## src/rtl/vic_irq_arbiter.sv

```systemverilog
// vic_irq_arbiter: edge-triggered interrupt front end for vic_ctrl.
// Latches rising edges of the source lines into a pending register and masks
// them with a per-source enable and a global enable. One winner at a time is
// picked by 2-bit priority (3 highest, ties to the lowest index). The winner's
// vector goes out with a one-cycle IRQ pulse, and the source is held in
// service until reti. There is no nesting.
// Ports:
//   clk          system clock, rising edge
//   rst          synchronous active-low reset
//   i_irq_src    peripheral request lines (rising-edge triggered)
//   i_reti       return-from-interrupt pulse
//   i_cfg_we     config write strobe
//   i_cfg_addr   config register select
//   i_cfg_wdata  config write data
//   o_IRQ        one-cycle request pulse to vic_ctrl
//   o_ISR_addr   vector of the last issued winner
//   o_inserv     a source is in service
//   o_inserv_id  index of the in-service or last-issued source
//   o_pending    pending register (status)
module vic_irq_arbiter #(
  parameter int unsigned N_SRC  = 8,
  parameter int unsigned ADDR_W = 32
) (
  input  logic              clk,
  input  logic              rst,
  input  logic [N_SRC-1:0]  i_irq_src,
  input  logic              i_reti,
  input  logic              i_cfg_we,
  input  logic [4:0]        i_cfg_addr,
  input  logic [31:0]       i_cfg_wdata,
  output logic              o_IRQ,
  output logic [ADDR_W-1:0] o_ISR_addr,
  output logic              o_inserv,
  output logic [3:0]        o_inserv_id,
  output logic [N_SRC-1:0]  o_pending
);

  localparam int unsigned ID_W   = 4;
  localparam int unsigned PRIO_W = 2 * N_SRC;
  localparam logic [4:0]  A_MASK = 5'h10;
  localparam logic [4:0]  A_PRIO = 5'h11;
  localparam logic [4:0]  A_W1C  = 5'h12;
  localparam logic [4:0]  A_GEN  = 5'h13;

  typedef enum logic [1:0] {
    S_IDLE   = 2'd0,
    S_ISSUE  = 2'd1,
    S_INSERV = 2'd2
  } state_t;

  state_t              state;
  logic [N_SRC-1:0]    src_q;
  logic [N_SRC-1:0]    pending;
  logic [N_SRC-1:0]    mask;
  logic [PRIO_W-1:0]   prio;
  logic                gen;
  logic [ADDR_W-1:0]   vec [N_SRC];

  logic [N_SRC-1:0]    set_bits;
  logic [N_SRC-1:0]    clr_bits;
  logic [N_SRC-1:0]    eligible;
  logic [N_SRC-1:0]    pending_nxt;
  logic                win_found;
  logic [1:0]          win_prio;
  logic [ID_W-1:0]     win_id;
  logic [ADDR_W-1:0]   win_vec;
  logic [N_SRC-1:0]    win_oh;

  // Not every write-data bit is used for narrow configurations.
  logic unused_wdata;
  assign unused_wdata = ^i_cfg_wdata;

  // Arbitration and next pending value; a new edge always beats any clear.
  always_comb begin
    set_bits  = i_irq_src & ~src_q;
    eligible  = pending & mask & {N_SRC{gen}};
    win_found = 1'b0;
    win_prio  = 2'd0;
    win_id    = '0;
    win_vec   = '0;
    win_oh    = '0;
    // Strictly-greater compare keeps the lowest index on priority ties.
    for (int i = 0; i < N_SRC; i++) begin
      if (eligible[i] && (!win_found || (prio[2*i +: 2] > win_prio))) begin
        win_found = 1'b1;
        win_prio  = prio[2*i +: 2];
        win_id    = ID_W'(i);
        win_vec   = vec[i];
        win_oh    = '0;
        win_oh[i] = 1'b1;
      end
    end
    clr_bits = '0;
    if (i_cfg_we && (i_cfg_addr == A_W1C)) begin
      clr_bits = i_cfg_wdata[N_SRC-1:0];
    end
    if ((state == S_IDLE) && win_found) begin
      clr_bits = clr_bits | win_oh;
    end
    pending_nxt = (pending & ~clr_bits) | set_bits;
  end

  // Config registers, pending state and the issue/service FSM.
  always_ff @(posedge clk) begin
    if (!rst) begin
      state       <= S_IDLE;
      src_q       <= '0;
      pending     <= '0;
      mask        <= '0;
      prio        <= '0;
      gen         <= 1'b0;
      o_IRQ       <= 1'b0;
      o_ISR_addr  <= '0;
      o_inserv    <= 1'b0;
      o_inserv_id <= '0;
      for (int i = 0; i < N_SRC; i++) begin
        vec[i] <= '0;
      end
    end else begin
      src_q   <= i_irq_src;
      pending <= pending_nxt;

      if (i_cfg_we) begin
        for (int i = 0; i < N_SRC; i++) begin
          if (i_cfg_addr == 5'(i)) begin
            vec[i] <= i_cfg_wdata[ADDR_W-1:0];
          end
        end
        case (i_cfg_addr)
          A_MASK:  mask <= i_cfg_wdata[N_SRC-1:0];
          A_PRIO:  prio <= i_cfg_wdata[PRIO_W-1:0];
          A_GEN:   gen  <= i_cfg_wdata[0];
          default: ;
        endcase
      end

      case (state)
        S_IDLE: begin
          if (win_found) begin
            o_IRQ       <= 1'b1;
            o_ISR_addr  <= win_vec;
            o_inserv_id <= win_id;
            state       <= S_ISSUE;
          end
        end
        S_ISSUE: begin
          o_IRQ    <= 1'b0;
          o_inserv <= 1'b1;
          state    <= S_INSERV;
        end
        S_INSERV: begin
          if (i_reti) begin
            o_inserv <= 1'b0;
            state    <= S_IDLE;
          end
        end
        default: state <= S_IDLE;
      endcase
    end
  end

  assign o_pending = pending;

endmodule

```

## config.mk

```make
export PLATFORM = sky130hd
export DESIGN_NAME = vic_irq_arbiter
export DESIGN_NICKNAME = d
export VERILOG_FILES = /design/src/rtl/vic_irq_arbiter.sv
export SDC_FILE = /design/constraint.sdc
export NUM_CORES = 1
export LEC_CHECK = 0
export CAP_MARGIN = 20
export CORE_MARGIN = 4
export CORE_UTILIZATION = 61
export DETAILED_ROUTE_END_ITERATION = 10
export GPL_ROUTABILITY_DRIVEN = 1
export PLACE_DENSITY = 0.91
export SYNTH_ARGS = -nofsm -noshare
export SYNTH_HDL_FRONTEND = slang
export SYNTH_SLANG_ARGS = --single-unit
```

## constraint.sdc

```tcl
create_clock -name clk -period 31.4 [get_ports clk]
set_clock_uncertainty 0.1 [all_clocks]
set_input_delay 7.85 -clock clk [delete_from_list [all_inputs] [get_ports clk]]
set_output_delay 7.85 -clock clk [all_outputs]
set_load 0.02 [all_outputs]
```

### Yosys cells after proc, flatten, opt, wreduce, memory -nomap -nowiden

Memories as Yosys holds them, arrays and structs flattened.
Cells that the tools add are included.

| storage, ports and cells | value |
|---|---|
| logic and storage cells | 171 |
| output and inout bits | 46 |
| memories | 1 |
| register bits | 81 |
| memory bits (writable) | 256 |
| input bits | 49 |

| operators by class | value |
|---|---|
| bitwise gates (word level) | 16 |
| reductions and logical operators | 34 |
| magnitude comparators | 7 |
| multiplexer cells | 88 |
| equality and inequality tests | 15 |

Memory list:

| memory | words | bits a word | read ports | clocked after memory_dff | wr ports | line | text |
|---|---|---|---|---|---|---|---|
| vec | 8 | 32 | 8 | 0 | 8 | 57 | `logic [ADDR_W-1:0] vec [N_SRC];` |

Operators with widths:

| operator | count |
|---|---|
| 32-bit 2-to-1 mux | 16 |
| 8-bit 2-to-1 mux | 9 |
| 1-bit 2-to-1 mux | 45 |
| 8-bit AND | 4 |
| 4-bit 2-to-1 mux | 6 |
| 5-bit by 3-bit equality test with 1-bit output (second input constant) | 4 |
| 5-bit equality test (second input constant) | 4 |
| 2-bit 2-to-1 mux | 9 |
| 8-bit inverter | 2 |
| 8-bit bitwise OR | 2 |
| 2-bit > comparator | 7 |
| 2-bit AND reduction | 7 |
| 5-bit by 2-bit equality test with 1-bit output (second input constant) | 2 |
| 1-bit logical AND | 9 |
| 1-bit bitwise OR | 8 |
| 1-bit logical NOT | 7 |
| 1-bit logical OR | 7 |
| 2-bit case mux with 3 select lines | 1 |
| 5-bit by 1-bit equality test with 1-bit output (second input constant) | 1 |
| 5-bit logical NOT | 1 |
| 2-bit inequality test (second input constant) | 2 |
| 1-bit case mux with 2 select lines | 2 |
| 2-bit nonzero test | 2 |
| 2-bit by 1-bit equality test with 1-bit output (second input constant) | 1 |
| other kinds (2) | 2 |

### Depth between registers and ports, before layout

Gate-level depths: netlist (run 1).

| logic depth | value |
|---|---|
| word-level depth | 36 |
| depth in mapped cells | 58 |
| depth with buffers taken out | 48 |

### Least setup slack after synthesis (run 1)

No wires, ideal clock.

| path | value |
|---|---|
| path type | flip-flop to flip-flop |
| start point | reg pending[0] (netlist: o_pending[0]) |
| end point | reg o_ISR_addr[10] |
| required time | 31.213 ns |
| stages on the path, launching flop included | 55 |
| library setup time | 0.087 ns |
| buffers on the path | 9 |
| clock period less this slack | 12.042 ns |
| data arrival time | 11.855 ns |
| setup slack | 19.358 ns |
| path through | dfxtp_1 > and3_1 > buf_4 > nand2_2 > ha_1 > nor2b_1 > a2bb2oi_2 > o21a_1 > clkbuf_1 > a22o_1 > ha_1 > nor3b_1 > a21o_1 > a31oi_2 > mux2_2 > ha_1 > nor2_1 > nand2_1 > (+19 left out) > buf_2 > mux2i_1 > ha_1 > nor2b_1 > a2bb2oi_1 > o2111ai_1 > clkbuf_1 > mux2_2 > ha_1 > nor2b_1 > o21ai_0 > a2bb2oi_2 > and2_1 > inv_2 > or3_1 > buf_2 > buf_4 > o31ai_1 |

| on the way | value |
|---|---|
| longest elaborated chain between the ends | 32 |
| elaborated cells between the ends (all ways) | 54 |
| classes of those cells | order compare (7); mux (23); bitwise (2); reduce/logical (22) |

Ends and longest elaborated chain:

| element | line | text |
|---|---|---|
| start: declaration | 53 | `logic [N_SRC-1:0] pending;` |
| start signal: assignment | 121 | `pending <= pending_nxt;` |
| 8-bit AND * (2 in series) | 76 | `eligible = pending & mask & {N_SRC{gen}};` |
| 2-bit 2-to-1 mux or 1-bit 2-to-1 mux (tied branches) | 84 | `if (eligible[i] && (!win_found \|\| (prio[2*i +: 2] > win_prio))) begin` |
| 2-bit > comparator or 1-bit logical NOT (tied branches) | 84 |  |
| 1-bit logical OR | 84 |  |
| 1-bit logical AND | 84 |  |
| 2-bit 2-to-1 mux or 1-bit 2-to-1 mux (tied branches) | 84 |  |
| 2-bit > comparator or 1-bit logical NOT (tied branches) | 84 |  |
| 1-bit logical OR | 84 |  |
| (+15 left out) | n/a |  |
| 1-bit logical OR | 84 |  |
| 1-bit logical AND | 84 |  |
| 2-bit 2-to-1 mux or 1-bit 2-to-1 mux (tied branches) | 84 |  |
| 2-bit > comparator or 1-bit logical NOT (tied branches) | 84 |  |
| 1-bit logical OR | 84 |  |
| 1-bit logical AND | 84 |  |
| 1-bit 2-to-1 mux | 84 |  |
| 2-bit AND reduction (no source line) | n/a |  |
| end signal: assignment | 141 | `o_ISR_addr <= win_vec;` |
| end: declaration | 32 | `output logic [ADDR_W-1:0] o_ISR_addr,` |

Mark *: on every way between the ends. The rest lies on a longest branch, timed or not.
A chain may end at the register's enable or synchronous reset.

### Final worst setup path (run 1)

| path | value |
|---|---|
| start point | reg gen |
| end point | reg o_ISR_addr[28] |

| on the way | value |
|---|---|
| longest elaborated chain between the ends | 31 |
| elaborated cells between the ends (all ways) | 53 |
| classes of those cells | order compare (7); mux (23); bitwise (1); reduce/logical (22) |

Ends and longest elaborated chain:

| element | line | text |
|---|---|---|
| start: declaration | 56 | `logic gen;` |
| start signal: assignment | 132 | `A_GEN: gen <= i_cfg_wdata[0];` |
| 8-bit AND * | 76 |  |
| 2-bit 2-to-1 mux or 1-bit 2-to-1 mux (tied branches) | 84 |  |
| 2-bit > comparator or 1-bit logical NOT (tied branches) | 84 |  |
| 1-bit logical OR | 84 |  |
| 1-bit logical AND | 84 |  |
| 2-bit 2-to-1 mux or 1-bit 2-to-1 mux (tied branches) | 84 |  |
| 2-bit > comparator or 1-bit logical NOT (tied branches) | 84 |  |
| 1-bit logical OR | 84 |  |
| (+15 left out) | n/a |  |
| 1-bit logical OR | 84 |  |
| 1-bit logical AND | 84 |  |
| 2-bit 2-to-1 mux or 1-bit 2-to-1 mux (tied branches) | 84 |  |
| 2-bit > comparator or 1-bit logical NOT (tied branches) | 84 |  |
| 1-bit logical OR | 84 |  |
| 1-bit logical AND | 84 |  |
| 1-bit 2-to-1 mux | 84 |  |
| 2-bit AND reduction (no source line) | n/a |  |

Marks and branches as above.

==> results of run 1 <==
==> layer usage <==
layer / up-vias / track usage / share of wire
li1: 4820 / - / -
met1: 5437 / 0.4006 / 0.34
met2: 1065 / 0.5021 / 0.48
met3: 184 / 0.05735 / 0.14
met4: 0 / 0.1522 / 0.047
met5: - / 0 / 0
==> how the worst max path moves through the flow <==
stage                                 start                          end  slack [ps]  cells after the start
detailed placement         gen$_SDFFE_PN0P_  o_ISR_addr[28]$_SDFFE_PN0P_       16160                     51
global placement           gen$_SDFFE_PN0P_  o_ISR_addr[13]$_SDFFE_PN0P_       16220                     50
floorplan           o_pending[0]$_SDFF_PN0_  o_ISR_addr[10]$_SDFFE_PN0P_       19360                     54
global route               gen$_SDFFE_PN0P_  o_ISR_addr[28]$_SDFFE_PN0P_       16320                     51
CTS                        gen$_SDFFE_PN0P_  o_ISR_addr[28]$_SDFFE_PN0P_       16070                     51
finish                     gen$_SDFFE_PN0P_  o_ISR_addr[28]$_SDFFE_PN0P_       16980                     51
==> cell usage after synthesis, types with 6 or more instances <==
master / number / area share
buf_2: 14 / 0.0048
o311a_1: 33 / 0.023
nand3_1: 53 / 0.018
ha_1: 10 / 0.0087
a21oi_1: 30 / 0.010
edfxtp_1: 256 / 0.53
o21ai_0: 6 / 0.0021
nor2_1: 246 / 0.064
inv_1: 52 / 0.014
clkbuf_1: 71 / 0.018
a222oi_1: 26 / 0.018
and3_1: 35 / 0.015
mux2i_1: 11 / 0.0076
and2_1: 10 / 0.0043
o22ai_1: 35 / 0.015
a22o_1: 37 / 0.022
nand2_1: 99 / 0.026
a211oi_1: 34 / 0.018
o31ai_1: 32 / 0.017
dfxtp_1: 80 / 0.11
==> cell type report <==
cell class                 instances  area (sq um)
timing repair buffer             125          1215
tap                              319         399.1
multi-input combinational        775          4609
fill                            1450          6523
inverter                          53         198.9
sequential                       336          9289
clock inverter                    21         231.5
clock buffer                      43         937.1
==> through the flow <==
| step | utilization | setup WS [ps] | hold WS, ps | cell area, sq um |
|---|---|---|---|---|
| after CTS | 0.7187 | 16070 | 323.0 | 16820 |
| after floorplan | - | 19360 | 298.8 | 14460 |
| after global routing | 0.7213 | 16320 | 355.7 | 16880 |
| after detailed placement | 0.6688 | 16160 | 315.0 | 15650 |
| after global placement | 0.6675 | 16220 | 308.2 | 15620 |
| final | 0.7213 | 16980 | 318.8 | 16880 |
==> sequential cells by signal, summed over array words and instances, names as in the netlist <==
name / flops
vec: 256
o_ISR_addr: 32
prio: 16
mask: 8
o_pending: 8
src_q: 8
o_inserv_id: 3
state: 2
gen: 1
o_IRQ: 1
o_inserv: 1
==> power by group through the flow <==
stage               combinational [mW]  sequential, mW  clock (mW)
global route                    0.0397           0.512       0.439
finish                          0.0377           0.511       0.420
detailed placement              0.0364           0.520           0
CTS                             0.0368           0.511       0.418
floorplan                       0.0163           0.518           0
global placement                0.0351           0.518           0
==> cells by family after synthesis <==
group,count (synthesis),share of synthesized area
AOI/OAI and AO/OA,276,0.1521
other,1,0.0002594
muxes,13,0.009175
buffers and inverters,149,0.04379
DFF,336,0.6425
adders and majority gates,11,0.009347
and+or+nand+nor,474,0.1428
==> metrics.yaml, run 1 <==
sta:
  fin_crit_ps: 14420
  fin_setup_tns_ps: 0
  hold_viol: 0
  fmax_ghz: 0.06937
  slew_headroom: 0.3211
  worst_pin_slew_ps: 1014
  finalSetupViolations: 0
  drv_slew: 0
  grt_setup_unrepaired: "no"
  fin_crit_sh: 0.4591
power_and_ir_drop:
  p_total_mw: 0.9690
  combPwrFrac: 0.039
  intPower_mw: 0.7602
  seq_power_share: 0.528
  netSwitchingPower_mw: 0.2088
  swShare: 0.2155
  ir_drop_mv: 0.04338
  powerDensity_nw_per_um2: 57.41
  pwr-share-clk: 0.433
  p_leak_nw: 6.033
worst_setup_path:
  critPathLaunchType: "flip-flop"
  r2r-end: "o_ISR_addr[28]$_SDFFE_PN0P_"
  critical_path_class: "flip-flop to flip-flop"
  ff2ff_setup_slack_ps: 16980
  critPathTopFamily: "compound AO/OA/AOI/OAI gates"
  crit_buf_inv: 6
  slowest_delay_ps: 950
  path_common_cell: "ha_1"
  crit_slowest_cell: "nor4b_4"
  cp.arrival_ps: 14730
  r2r_cells: 51
  critPathCaptureType: "flip-flop"
  crit_required_ps: 31720
  rr_startpoint: "gen$_SDFFE_PN0P_"
  cp_max_fo: 66
final_layout:
  drive_above_1_share: 0.08278
  antenna_cells: 0
  fin_cells: 1672
  area_delta_synth_final_pct: 16.76
  most-common-layout-cells: "edfxtp_1 (256), nor2_1 (246), nand2_1 (99)"
  final_common_cell: "edfxtp_1"
  nNetsFinal: 1385
logic_synthesis:
  synth_cell_types: 65
  ys_ff_latch: 336
  syn_avg_cell_area_sq_um: 11.47
  yosysWarnings: 0
  synth_nets: 1319
  ys_seq_area_frac: 0.6425
  synth-edff-count: 256
  syn_area_sq_um: 14460
  postSynthCellCount: 1260
  synth_async_sr_flop_share: 0
  synthFlopType: "edfxtp_1"
die:
  die_w_um: 161.9
  ioPinCount: 95
  core.rowCount: 56
  core_area_sq_um: 23400
  die_area_sq_um: 26230
  initial_core_util: 0.6177
  die_y_um: 161.9
drt:
  wl_per_cell_um: 24.77
  vias: 11510
  avgViaCountPerCell: 6.882
  ant_nets: 0
  drtIter0Drc: 2404
  drc: 0
  routed_wl_um: 41420
  first_pass_iters: 8
clocking:
  root_buffer: "clkbuf_16"
  cts_buffer_depth: 3
  post_cts_buffers: 0
  holdBufCountCts: 0
  htree_levels: 2
  insertion_delay_ps: 520
  cts_sinks: 336
  numCtsBuffers: 35
  cts_tree: "built"
  cts.repair.resized: 0
  clk_pin_slew_ps: 60
global_route:
  grt_max_degree: 69
  grt-ovfl-total: 0
  grt_pass1_wl_um: 62620
  first_global_vias: 11290
  antenna_found_initial: 0
  grt_use_total: 0.3078
worst_hold_path:
  whs_path_depth: 1
  hold_end: "o_pending[6]$_SDFF_PN0_"
  min_path_type: "flip-flop to flip-flop"
  holdCritStartpoint: "src_q[6]$_SDFF_PN0_"
placement:
  dp_hpwl_um: 23840
  dp_cells: 1605
  io_buffers: 93
  gp_congestion: 0.8974
job:
  cap_violations: 0
outcome:
  outcome: "completed"
Note: power is estimated with default switching activity, not from simulation.
==> run 2, diff against run 1 <==
--- a/config.mk
+++ b/config.mk
@@ -7,10 +7,10 @@
 export LEC_CHECK = 0
 export CAP_MARGIN = 20
 export CORE_MARGIN = 4
-export CORE_UTILIZATION = 61
+export CORE_UTILIZATION = 53
 export DETAILED_ROUTE_END_ITERATION = 10
 export GPL_ROUTABILITY_DRIVEN = 1
-export PLACE_DENSITY = 0.91
+export PLACE_DENSITY = 0.85
 export SYNTH_ARGS = -nofsm -noshare
 export SYNTH_HDL_FRONTEND = slang
 export SYNTH_SLANG_ARGS = --single-unit
==> constraint.sdc (replaced) <==
create_clock -name clk -period 12.8 [get_ports clk]
set_clock_uncertainty 0.1 [all_clocks]
set_input_delay 3.2 -clock clk [delete_from_list [all_inputs] [get_ports clk]]
set_output_delay 3.2 -clock clk [all_outputs]
set_load 0.02 [all_outputs]
==> run 2 against run 1 <==
  * Via count is 1.4% lower
  * Setup slack got worse by 16000 ps
  * Die area up 14%
  * Critical path depth shrank 3
  * Count of clock-buffer cells in the layout grew 2
  * Power up 150%
  * Critical path type unchanged
  * Critical endpoint is now o_ISR_addr[24]$_SDFFE_PN0P_
  * Highest routed layer is now met5
==> metrics.yaml, run 2 (synthesis gave the netlist of run 1 again) <==
final_layout:
  reg.largest.list: "vec (256), o_ISR_addr (32), prio (16)"
  final_common_cell: "edfxtp_1"
  antenna_cells: 0
  fin_util: 0.6302
  nNetsFinal: 1392
  largest_reg_flops: 256
  most-common-layout-cells: "edfxtp_1 (256), nor2_1 (246), nand2_1 (99)"
  fillers: 1941
  area_delta_synth_final_pct: 17.15
  regMostFlops: "vec"
  drive_above_1_share: 0.08897
worst_setup_path:
  critPathLaunchType: "flip-flop"
  crit_required_ps: 13120
  cp_max_fo: 33
  crit_buf_inv: 4
  crit_slowest_cell: "a211o_2"
  path_common_cell: "ha_1"
  critPathTopFamily: "compound AO/OA/AOI/OAI gates"
  cp.arrival_ps: 12480
  critical_path_class: "flip-flop to flip-flop"
  critPathCaptureType: "flip-flop"
  slowest_delay_ps: 570
power_and_ir_drop:
  intPower_mw: 1.872
  ir_drop_mv: 0.1140
  powerDensity_nw_per_um2: 140.6
  swShare: 0.2137
  netSwitchingPower_mw: 0.5088
  seq_power_share: 0.526
  combPwrFrac: 0.039
  p_leak_nw: 6.066
  pwr-share-clk: 0.435
  p_total_mw: 2.381
sta:
  finalSetupViolations: 0
  fin_setup_tns_ps: 0
  fin_crit_ps: 12160
  drv_slew: 0
  fmax_ghz: 0.08223
  worst_pin_slew_ps: 1083
  slew_headroom: 0.2756
  fin_crit_sh: 0.9501
  hold_viol: 0
  grt_setup_unrepaired: "no"
drt:
  vias: 11350
  wl_per_cell_um: 24.25
  routed_wl_um: 41250
  first_pass_iters: 10
  ant_nets: 0
  avgViaCountPerCell: 6.670
  drtIter0Drc: 1846
  drc: 0
global_route:
  grt_use_total: 0.2664
  grt-ovfl-total: 0
  first_global_vias: 11410
  grt_max_degree: 51
  antenna_found_initial: 1
  grt_pass1_wl_um: 63140
die:
  core.rowCount: 60
  initial_core_util: 0.5379
  die_y_um: 173.2
  core_area_sq_um: 26880
  ioPinCount: 95
  die_area_sq_um: 29980
  die_w_um: 173.2
clocking:
  root_buffer: "clkbuf_16"
  insertion_delay_ps: 520
  holdBufCountCts: 0
  cts_sinks: 336
  cts_tree: "built"
  clk_pin_slew_ps: 60
  numCtsBuffers: 35
  htree_levels: 2
  cts_buffer_depth: 3
outcome:
  outcome: "completed"
placement:
  io_buffers: 93
  dp_hpwl_um: 23630
  gp_congestion: 0.9089
worst_hold_path:
  min_path_type: "flip-flop to flip-flop"
job:
  cap_violations: 0
run 2: what timing repair did:
item                                    in CTS  in global routing
gates resized for setup                      0                  3
endpoints found under the setup margin       0                 32
buffers inserted                             0                  6
run 2: worst register-to-register path, delay by kind of cell (launching register included):
kind            cells  cell delay, ps
buf+inv             4            1160
simple gates       14            2750
flops               1             380
fa+ha+maj           8            2280
compound gates     19            4450
mux                 3             940
run 2: per-stage QoR:
| step | setup slack, ps | hold WS [ps] | std cells | instance area (sq um) |
|---|---|---|---|---|
| after floorplan | 758.2 | 298.8 | 1260 | 14460 |
| after detailed placement | 270.4 | 321.6 | 1631 | 15700 |
| after global routing | 63.15 | 357.5 | 1701 | 16940 |
| after CTS | 205.5 | 330.3 | 1695 | 16870 |
| final | 639.2 | 324.9 | 1701 | 16940 |
| after global placement | 737.0 | 307.9 | 1630 | 15690 |
run 2: worst paths after layout:
check	end	depth (start not counted)	slack, ps	start
worst min register to register	o_pending[6]$_SDFF_PN0_	1	320	src_q[6]$_SDFF_PN0_
worst max-delay path	o_ISR_addr[24]$_SDFFE_PN0P_	48	640	o_pending[0]$_SDFF_PN0_
worst min-delay path	o_pending[6]$_SDFF_PN0_	1	320	src_q[6]$_SDFF_PN0_
worst max register to register	o_ISR_addr[24]$_SDFFE_PN0P_	48	640	o_pending[0]$_SDFF_PN0_
run 2: metal layers:
metal	global-route usage	vias up	share of wire
li1	-	4843	-
met1	0.3515	5451	0.37
met2	0.4261	915	0.46
met3	0.06340	135	0.14
met4	0.1134	2	0.040
met5	0	-	0.00039
run 2: area by class of cell:
class                   count  area [sq um]  share of cell area
clock inverters            19         221.5             0.01308
inverters                  53         198.9             0.01175
clock buffers              45         954.7             0.05637
flip-flops and latches    336          9289              0.5485
multi-input cells         775          4621              0.2728
repair buffers            132          1225             0.07233
well taps                 341         426.7             0.02519
run 2: power by group through the flow:
stage / Sequential (mW) / Combinational [mW] / Clock (mW)
after CTS: 1.25 / 0.0917 / 1.04
after global placement: 1.27 / 0.0876 / 0
after global routing: 1.26 / 0.0990 / 1.08
after detailed placement: 1.27 / 0.0909 / 0
after floorplan: 1.27 / 0.0401 / 0
final: 1.25 / 0.0937 / 1.03
==> run 3, diff against run 2 <==
--- a/config.mk
+++ b/config.mk
@@ -6,11 +6,10 @@
 export NUM_CORES = 1
 export LEC_CHECK = 0
 export CAP_MARGIN = 20
-export CORE_MARGIN = 4
-export CORE_UTILIZATION = 53
+export CORE_UTILIZATION = 45
 export DETAILED_ROUTE_END_ITERATION = 10
 export GPL_ROUTABILITY_DRIVEN = 1
-export PLACE_DENSITY = 0.85
+export PLACE_DENSITY = 0.75
 export SYNTH_ARGS = -nofsm -noshare
 export SYNTH_HDL_FRONTEND = slang
 export SYNTH_SLANG_ARGS = --single-unit
==> run 3 against run 2 <==
  * Power decreased by 1.1%
  * Register-to-register slack improved by 240 ps
  * Largest power group unchanged
  * Worst hold slack gained 3.6 ps
  * Highest routed layer is now met4
  * Sequential power barely moved
==> metrics.yaml, run 3 (synthesis gave the netlist of run 1 again) <==
die:
  die_y_um: 181.2
  die_area_sq_um: 32850
  initial_core_util: 0.4581
  die_w_um: 181.2
  ioPinCount: 95
  core.rowCount: 65
  core_area_sq_um: 31560
global_route:
  grt-ovfl-total: 0
  grt_pass1_wl_um: 61020
  antenna_found_initial: 0
  first_global_vias: 10600
  grt_use_total: 0.2420
  grt_max_degree: 65
drt:
  routed_wl_um: 40470
  drc: 0
  wl_per_cell_um: 23.04
  vias: 10930
  ant_nets: 0
  drtIter0Drc: 1619
  avgViaCountPerCell: 6.218
  first_pass_iters: 7
clocking:
  cts_tree: "built"
  holdBufCountCts: 0
  cts_buffer_depth: 3
  insertion_delay_ps: 530
  root_buffer: "clkbuf_16"
  htree_levels: 2
  numCtsBuffers: 36
  clk_pin_slew_ps: 60
  cts_sinks: 336
final_layout:
  final_common_cell: "edfxtp_1"
  regMostFlops: "vec"
  largest_reg_flops: 256
  antenna_cells: 0
  most-common-layout-cells: "edfxtp_1 (256), nor2_1 (246), nand2_1 (99)"
  area_delta_synth_final_pct: 17.06
  reg.largest.list: "vec (256), o_ISR_addr (32), prio (16)"
  drive_above_1_share: 0.07970
  nNetsFinal: 1388
  fillers: 2681
sta:
  hold_viol: 0
  fin_setup_tns_ps: 0
  fin_hold_ws_ps: 328.5
  drv_slew: 0
  fin_crit_ps: 11930
  fmax_ghz: 0.08385
  finalSetupViolations: 0
  worst_pin_slew_ps: 1001
  slew_headroom: 0.3302
  fin_crit_sh: 0.9317
  grt_setup_unrepaired: "no"
worst_setup_path:
  slowest_delay_ps: 400
  critPathCaptureType: "flip-flop"
  cp_max_fo: 34
  path_common_cell: "ha_1"
  crit_required_ps: 13100
  critPathLaunchType: "flip-flop"
  ff2ff_setup_slack_ps: 870
  crit_slowest_cell: "a211o_2"
  cp.arrival_ps: 12230
  critical_path_class: "flip-flop to flip-flop"
job:
  cap_violations: 0
outcome:
  outcome: "completed"
power_and_ir_drop:
  p_leak_nw: 6.017
  ir_drop_mv: 0.1181
  powerDensity_nw_per_um2: 139.1
placement:
  dp_hpwl_um: 23660
  io_buffers: 93
  gp_congestion: 0.8929
worst_hold_path:
  min_path_type: "flip-flop to flip-flop"
-- run 3: cell types whose count changed in the layout (fill, tap and decap cells not counted), sizes merged --
cell / change
clkbuf: +6
clkinv: -1
buf: -5
clkinvlp: -2
bufinv: -2
inv: -1
-- run 3: layout make-up --
cell class / count / area (sq um) / share of cell area
sequential: 336 / 9289 / 0.5489
multi-input combinational: 775 / 4616 / 0.2728
timing repair buffer: 127 / 1187 / 0.07017
clock buffer: 51 / 988.4 / 0.05841
tap: 402 / 503.0 / 0.02972
inverter: 53 / 198.9 / 0.01176
clock inverter: 13 / 140.1 / 0.008281
-- run 3: path summary, 6_finish.rpt --
kind / startpoint / depth (start not counted) / end
worst max register to register: gen$_SDFFE_PN0P_ / 49 / o_ISR_addr[0]$_SDFFE_PN0P_
worst min-delay path: src_q[6]$_SDFF_PN0_ / 1 / o_pending[6]$_SDFF_PN0_
worst min register to register: src_q[6]$_SDFF_PN0_ / 1 / o_pending[6]$_SDFF_PN0_
worst max-delay path: gen$_SDFFE_PN0P_ / 49 / o_ISR_addr[0]$_SDFFE_PN0P_
-- run 3: worst max-delay path, delay by kind of cell, from the launching register on --
kind | cells | cell delay (ps)
AO/OA/AOI/OAI | 22 | 4690
AND/OR/NAND/NOR | 13 | 2560
adder cells (fa/ha/maj) | 8 | 2320
buffers and inverters | 4 | 1140
multiplexers | 2 | 660
flip-flops | 1 | 300
-- run 3: routing by layer --
metal / vias up / share of wire / wire, um / track usage
li1: 4820 / - / - / -
met1: 5388 / 0.42 / 17140 / 0.3439
met2: 616 / 0.45 / 18350 / 0.3795
met3: 101 / 0.096 / 3903 / 0.04072
met4: 0 / 0.027 / 1073 / 0.07390
met5: - / 0 / 0 / 0
-- run 3: repair_timing --
item / in CTS / in global routing
endpoints found under the setup margin: 0 / 30
resized for setup: 0 / 2
buffers inserted: 0 / 1
endpoints found under the hold margin: 0 / 0
-- run 3: stage by stage --
stage / std cells / worst slack (ps) / instance area, sq um / total power, mW / util
2_1_floorplan: 1260 / 758.2 / 14460 / 1.310 / -
3_3_place_gp: 1692 / 983.0 / 15770 / 1.360 / 0.4998
3_5_place_dp: 1692 / 633.5 / 15770 / 1.365 / 0.4998
4_1_cts: 1756 / 583.6 / 16900 / 2.360 / 0.5356
5_1_grt: 1757 / 100.1 / 16920 / 2.415 / 0.5363
6_report: 1757 / 874.5 / 16920 / 2.354 / 0.5363
-- run 3: report_power, final --
group          internal (mW)  switching, mW
clock network          0.584          0.425
registers               1.23         0.0213
logic                 0.0276         0.0653
total                   1.84          0.512
